==> src/rtl/snake_pkg.sv <==
// Shared snake-game constants, food generator state encoding and LFSR step.
package snake_pkg;

  localparam int unsigned GRID_W       = 40;
  localparam int unsigned GRID_H       = 30;
  localparam int unsigned X_W          = 6;
  localparam int unsigned Y_W          = 5;
  localparam int unsigned LFSR_W       = 16;
  localparam int unsigned MAX_ATTEMPTS = 64;
  localparam int unsigned ATT_W        = 7;
  localparam logic [LFSR_W-1:0] LFSR_SEED = 16'hACE1;

  typedef enum logic [2:0] {
    IDLE,
    DRAW,
    QUERY,
    WAIT,
    FAIL
  } fg_state_t;

  // Fibonacci step for x^16+x^14+x^13+x^11+1, shifting right.
  function automatic logic [LFSR_W-1:0] lfsr_next(input logic [LFSR_W-1:0] q);
    return {q[0] ^ q[2] ^ q[3] ^ q[5], q[LFSR_W-1:1]};
  endfunction

endpackage

==> src/rtl/lfsr16.sv <==
// Free-running 16-bit Fibonacci LFSR; reloads the seed on RST.
module lfsr16
  import snake_pkg::*;
(
  input  logic              clk,
  input  logic              RST,
  output logic [LFSR_W-1:0] Q
);

  always_ff @(posedge clk) begin
    if (RST) Q <= LFSR_SEED;
    else     Q <= lfsr_next(Q);
  end

endmodule

==> src/rtl/food_gen.sv <==
// Food placement: draws random grid cells, checks them against the snake body
// and publishes the first free one, giving up after a fixed attempt budget.
module food_gen
  import snake_pkg::*;
(
  input  logic           clk,
  input  logic           RST,
  input  logic           GEN_REQ,
  output logic [X_W-1:0] QUERY_X,
  output logic [Y_W-1:0] QUERY_Y,
  output logic           QUERY_VALID,
  input  logic           OCCUPIED,
  output logic [X_W-1:0] FOOD_X,
  output logic [Y_W-1:0] FOOD_Y,
  output logic           FOOD_VALID,
  output logic           BUSY,
  output logic           FOOD_FAIL
);

  fg_state_t         state;
  logic [ATT_W-1:0]  attempts;
  logic [LFSR_W-1:0] lfsr;
  logic [X_W-1:0]    draw_x;
  logic [Y_W-1:0]    draw_y;
  logic              draw_ok;
  logic              last_draw;
  logic              budget_spent;
  logic              unused_lfsr;

  lfsr16 u_lfsr (
    .clk (clk),
    .RST (RST),
    .Q   (lfsr)
  );

  assign draw_x       = lfsr[5:0];
  assign draw_y       = lfsr[12:8];
  assign draw_ok      = (draw_x < X_W'(GRID_W)) && (draw_y < Y_W'(GRID_H));
  assign last_draw    = (attempts == ATT_W'(MAX_ATTEMPTS - 1));
  assign budget_spent = (attempts == ATT_W'(MAX_ATTEMPTS));
  assign unused_lfsr  = ^{lfsr[15:13], lfsr[7:6]};

  // QUERY_X/QUERY_Y double as the registered candidate, so they only change
  // on an in-range draw and hold otherwise.
  always_ff @(posedge clk) begin
    if (RST) begin
      state       <= IDLE;
      attempts    <= '0;
      QUERY_X     <= '0;
      QUERY_Y     <= '0;
      QUERY_VALID <= 1'b0;
      FOOD_X      <= '0;
      FOOD_Y      <= '0;
      FOOD_VALID  <= 1'b0;
      BUSY        <= 1'b0;
      FOOD_FAIL   <= 1'b0;
    end else begin
      case (state)
        IDLE: begin
          if (GEN_REQ) begin
            FOOD_VALID <= 1'b0;
            FOOD_FAIL  <= 1'b0;
            attempts   <= '0;
            BUSY       <= 1'b1;
            state      <= DRAW;
          end
        end
        DRAW: begin
          attempts <= attempts + ATT_W'(1);
          if (draw_ok) begin
            QUERY_X     <= draw_x;
            QUERY_Y     <= draw_y;
            QUERY_VALID <= 1'b1;
            state       <= QUERY;
          end else if (last_draw) begin
            FOOD_FAIL <= 1'b1;
            BUSY      <= 1'b0;
            state     <= FAIL;
          end
        end
        QUERY: begin
          QUERY_VALID <= 1'b0;
          state       <= WAIT;
        end
        WAIT: begin
          if (!OCCUPIED) begin
            FOOD_X     <= QUERY_X;
            FOOD_Y     <= QUERY_Y;
            FOOD_VALID <= 1'b1;
            BUSY       <= 1'b0;
            state      <= IDLE;
          end else if (budget_spent) begin
            FOOD_FAIL <= 1'b1;
            BUSY      <= 1'b0;
            state     <= FAIL;
          end else begin
            state <= DRAW;
          end
        end
        FAIL:    state <= IDLE;
        default: state <= IDLE;
      endcase
    end
  end

endmodule

==> config.mk <==
export PLATFORM = sky130hd
export DESIGN_NAME = food_gen
export DESIGN_NICKNAME = d
export VERILOG_FILES = /design/src/rtl/snake_pkg.sv /design/src/rtl/lfsr16.sv /design/src/rtl/food_gen.sv
export SDC_FILE = /design/constraint.sdc
export NUM_CORES = 1
export LEC_CHECK = 0
export CAP_MARGIN = 0
export CORE_AREA = 2 2 80 82
export DETAILED_ROUTE_END_ITERATION = 12
export DIE_AREA = 0 0 82 84
export GPL_TIMING_DRIVEN = 1
export PLACE_DENSITY = 0.52
export SKIP_CTS_REPAIR_TIMING = 1
export SYNTH_ARGS = -nofsm -noshare
export SYNTH_HDL_FRONTEND = slang
export SYNTH_HIERARCHICAL = 1
export SYNTH_SLANG_ARGS = --single-unit
export TNS_END_PERCENT = 30
==> constraint.sdc <==
create_clock -name clk -period 3.6 [get_ports clk]
set_input_delay 0.36 -clock clk [delete_from_list [all_inputs] [get_ports clk]]
set_output_delay 0.36 -clock clk [all_outputs]
set_load 0.02 [all_outputs]
### Yosys cells after proc, flatten, opt, wreduce, memory -nomap -nowiden

Cells that the tools add are included.
Widths: inputs -> output; s select.

* register bits: 52
* bits of input ports: 4
* output and inout port bits: 26
* word-level logic and storage cells: 70

* add/subtract/negate cells: 1
* magnitude comparators: 2
* equal/unequal tests: 14
* mux-type cells: 24
* bitwise operators: 4
* reduce and logical (&&, ||, !) cells: 14

Operators by type and width (count)
* $mux 3: 5
* $ne 2x2->1 const B: 7
* $pmux 7 s2: 1
* $mux 1: 12
* $pmux 3 s4: 1
* $reduce_and 2->1: 5
* $add 7x1->7 const B: 1
* $eq 7x6->1 const B: 1
* $eq 7x7->1 const B: 1
* $mux 7: 1
* $eq 3x2->1 const B: 2
* $lt 6x6->1 const B: 1
* $ne 3x3->1 const B: 2
* $pmux 1 s3: 2
* $reduce_and 6->1: 1
* $reduce_bool 2->1: 3
* $lt 5x5->1 const B: 1
* $reduce_and 5->1: 1
* $pmux 1 s2: 2
* $eq 3x1->1 const B: 1
* $logic_not 3->1: 1
* $reduce_and 3->1: 1
* $reduce_bool 3->1: 1
* $xor 1x1->1: 3
* other kinds (2): 2

### Depth between registers and ports, before layout

* word-level depth: 4
* mapped depth: 6

### Hierarchy

The synthesis kept the hierarchy.

By module, submodules not included
* food_gen: instances 1, cells an instance 179, area an instance 1576.5 µm²
* lfsr16: instances 1, cells an instance 36, area an instance 457.9 µm²

### Worst setup path before layout

Ideal clock, no wire load.

* path type: reg-to-reg
* start: reg attempts[0]
* end: reg BUSY
* arrival: 1.462 ns
* required time: 3.505 ns
* setup slack: 2.042 ns
* stages on the path, launching flop included: 6
* path buffers: 0
* period minus slack after synthesis: 1.558 ns
* path through: dfxtp_1 > ha_1 > nand3_1 > a2111oi_0 > o211ai_1 > a221oi_1

* word-level cells in the longest chain between the ends: 3

RTL lines
* start, declared: RTL line food_gen.sv:21 `logic [ATT_W-1:0] attempts;`
* start signal, assigned: RTL line food_gen.sv:69 `attempts <= attempts + ATT_W'(1);`
* $eq 7x7->1 / $eq 7x6->1 (equally long branches): RTL line food_gen.sv:40, food_gen.sv:39
* $ne 3x3->1 (no source line) / $ne 2x2->1 (equally long branches)
* $reduce_and 5->1 (no source line) *
* end signal, assigned: RTL line food_gen.sv:55 `BUSY <= 1'b0;`
* end signal, assigned: RTL line food_gen.sv:64 `BUSY <= 1'b1;`
* end signal, assigned: RTL line food_gen.sv:77 `BUSY <= 1'b0;`
* end, declared: RTL line food_gen.sv:16 `output logic BUSY,`

Mark *: on every way between the ends. The rest lies on a longest branch, timed or not.
A chain may end at the register's enable or synchronous reset.

### Worst setup path in the final report

* start: reg state[0]
* end: reg QUERY_X[3]

* word-level cells in the longest chain between the ends: 2

RTL lines
* start, declared: RTL line food_gen.sv:20 `fg_state_t state;`
* start signal, assigned: RTL line food_gen.sv:47 `state <= IDLE;`
* start signal, assigned: RTL line food_gen.sv:65 `state <= DRAW;`
* start signal, assigned: RTL line food_gen.sv:74 `state <= QUERY;`
* $eq 3x1->1: RTL line food_gen.sv:58 `case (state)`
* $reduce_and 2->1 (no source line)
* end signal, assigned: RTL line food_gen.sv:71 `QUERY_X <= draw_x;`
* end, declared: RTL line food_gen.sv:9 `output logic [X_W-1:0] QUERY_X,`

Every way passes these cells.

==> impl_metrics.toml <==
[outcome]
status = "finished clean"

[power_and_ir_drop]
power.share.clock_pct = 31.3
power_density_nw_per_um2 = 458
power_frac_comb_pct = 12.8
pwr-share-seq_pct = 55.9
power.internal_mw = 0.812
p_leak_nw = 0.898
switching_share_pct = 27.6
ir_worst_vdd_uv = 225
power.switching_mw = 0.310
fin_total_pwr_mw = 1.12

[job]
drv_cap = 0

[sta]
fmax_ghz = 0.519
drv_slew = 0
rsz0062_at_grt = "no"
min_period_ns = 1.93
worst_pin_slew_ns = 0.876
setup_viol = 0
post-route-period-util_pct = 53.5
slew_headroom_pct = 41.4
hold_viol = 0
hold_ws_ns = 0.419
tns_ns = 0
finClkSkew_ns = 0.00888

[global_route]
antenna_found_initial = 0
grt_first_pass_wirelength_um = 6890
grt_max_degree = 22
overflow = 0
grt_pass1_vias = 1417
grt_usage_pct = 12.9

[setup_path]
cp_slowest_cell = "nor3b_2"
crit_fanout = 13
r2r-end = "QUERY_X[3]$_SDFFE_PP0P_"
r2r_slack_ns = 1.67
cp.arrival_ns = 2.12
start_kind = "register"
reg2reg_depth = 4
slowest_delay_ns = 0.51
worst_ep_required_time_ns = 3.80
end_kind = "register"
crit_type = "register to register"
cp_cell_sequence = "nor3b_2 -> nand3_2 -> mux2i_1 -> nor2_1"
rr_startpoint = "state[0]$_SDFFE_PP0P_"
worst_path_dominant_cell_family = "simple AND/OR/NAND/NOR gates"
critPathBufInv = 0

[place]
portBuffers = 29
gp_congestion = 0.779
hpwl_um = 2870

[cts]
clockBufferDepth = 2
clock_sinks = 52
cts_made_buffers = 5
clock_latency_ns = 0.31
root_buffer = "clkbuf_8"
htreeDepth = 2
path_clk_slew_ns = 0.10
tritoncts = "done"

[worst_hold_path]
min_path_cells = 1
min_to = "u_lfsr/Q[13]$_SDFF_PP1_"
min_path_type = "register to register"
worstHoldStart = "u_lfsr/Q[14]$_SDFF_PP0_"

[synth]
yosys-top-cells-area = "dfxtp_1, mux2i_1, nand2_1"
synth_edf_count = 0
synth_top_cell_area_share_pct = 51.2
ys_seq_area_share_pct = 51.2
syn-cell-area_um2 = 2030
syn_nets = 221
ys_ff_latch = 52
yosysWarnings = 6
yosysTopAreaCell = "dfxtp_1"
avgSynthCellArea_um2 = 9.46
synth_ff_type = "dfxtp_1"
async_reset_ff_share_pct = 0
netlist_top_cells_count = "dfxtp_1, nand2_1, nor2_1"
synth_cell_types = 49
synthMostInstantiatedCell = "dfxtp_1"
synth_cells = 215

[detailed_routing]
drtPass1Iterations = 4
drt_wl_total_um = 4100
post_drt_via_cell_ratio = 4.74
drt_iter0_markers = 51
route.detailed.drc = 0
wl_per_cell_um = 12.9
detail-route-antenna-nets = 0
vias = 1512

[floorplanning]
core_area_um2 = 6100
die_h_um = 84
die_w_um = 82
io_pins = 30
rows = 29
initial_core_util_pct = 33.4
die_area_um2 = 6890

[layout]
area.sequential_um2 = 1040
multiInputGateArea_um2 = 895
area_growth_pct = 20.5
drive_above_1_share_pct = 7.44
final.fill_count = 622
final_nets = 247
antenna_cells = 0
[power by group through the flow]
stage	Sequential [mW]	Combinational (mW)	Clock [mW]
after floorplan	0.645	0.0987	0
after global placement	0.641	0.145	0
after detailed placement	0.641	0.145	0
after CTS	0.627	0.146	0.365
after global routing	0.631	0.160	0.387
final	0.627	0.144	0.351
[placed cells by master, fill, tap and decap left out, types with 5 or more instances in the layout]
cell,count
inv_1,5
clkbuf_8,5
nand2_1,28
o21ai_0,6
a21oi_1,16
or2_1,7
dfxtp_1,52
nor2_1,21
nor2b_1,8
clkdlybuf4s50_1,29
mux2i_1,11
[stage by stage]
stage / worst slack [ns] / std cells / instance area (µm²) / utilization [%]
2_1_floorplan: 2.04 / 215 / 2030 / -
3_3_place_gp: 1.69 / 311 / 2360 / 38.6
3_5_place_dp: 1.67 / 311 / 2360 / 38.6
4_1_cts: 1.64 / 319 / 2450 / 40.2
5_1_grt: 1.48 / 319 / 2450 / 40.2
6_report: 1.67 / 319 / 2450 / 40.2
[flip-flops by register name (all words and copies together), names as in the netlist]
register     count
BUSY             1
FOOD_FAIL        1
FOOD_VALID       1
FOOD_X           6
FOOD_Y           5
QUERY_VALID      1
QUERY_X          6
QUERY_Y          5
attempts         7
state            3
u_lfsr/Q        16
[layer usage]
layer	share of wire [%]	global-route usage, %	vias to the layer above
met1	49	17.5	704
met5	0	0	-
li1	-	-	784
met2	48	19.5	20
met3	3.0	4.00	4
met4	0.68	3.64	0
[worst max-delay path by stage]
stage / cells past startpoint / slack, ns / endpoint / startpoint
final: 4 / 1.67 / QUERY_X[3]$_SDFFE_PP0P_ / state[0]$_SDFFE_PP0P_
after global routing: 4 / 1.48 / QUERY_X[3]$_SDFFE_PP0P_ / state[0]$_SDFFE_PP0P_
after CTS: 4 / 1.64 / QUERY_X[3]$_SDFFE_PP0P_ / state[0]$_SDFFE_PP0P_
after detailed placement: 4 / 1.67 / QUERY_Y[2]$_SDFFE_PP0P_ / state[0]$_SDFFE_PP0P_
after global placement: 4 / 1.69 / QUERY_X[1]$_SDFFE_PP0P_ / state[0]$_SDFFE_PP0P_
after floorplan: 5 / 2.04 / BUSY$_SDFFE_PP0P_ / attempts[0]$_SDFFE_PP0P_
[cell families (layout without fill, tap and decap cells)]
| logic type | Yosys count | count (layout) | share of synthesized area [%] |
|---|---|---|---|
| DFF | 52 | 52 | 51.2 |
| muxes | 11 | 11 | 5.41 |
| and+or+nand+nor | 88 | 88 | 22.0 |
| buffers and inverters | 17 | 44 | 4.86 |
| adders and majority gates | 2 | 2 | 1.23 |
| xor gates and xnor gates | 3 | 3 | 1.29 |
| AOI/OAI and AO/OA | 42 | 42 | 14.0 |
[final cells by class]
type                    count  area share (%)
inverters                   5           0.766
clock inverters             3            1.07
flip-flops and latches     52            42.5
clock buffers               5            2.81
repair buffers             31            12.5
well taps                  77            3.93
multi-input cells         146            36.5
[worst register-to-register path: stages (launching register included)]
cell     delay [ns]
dfxtp_1        0.48
nor3b_2        0.51
nand3_2        0.48
mux2i_1        0.30
nor2_1         0.06
Note: power is estimated with default switching activity, not from simulation.
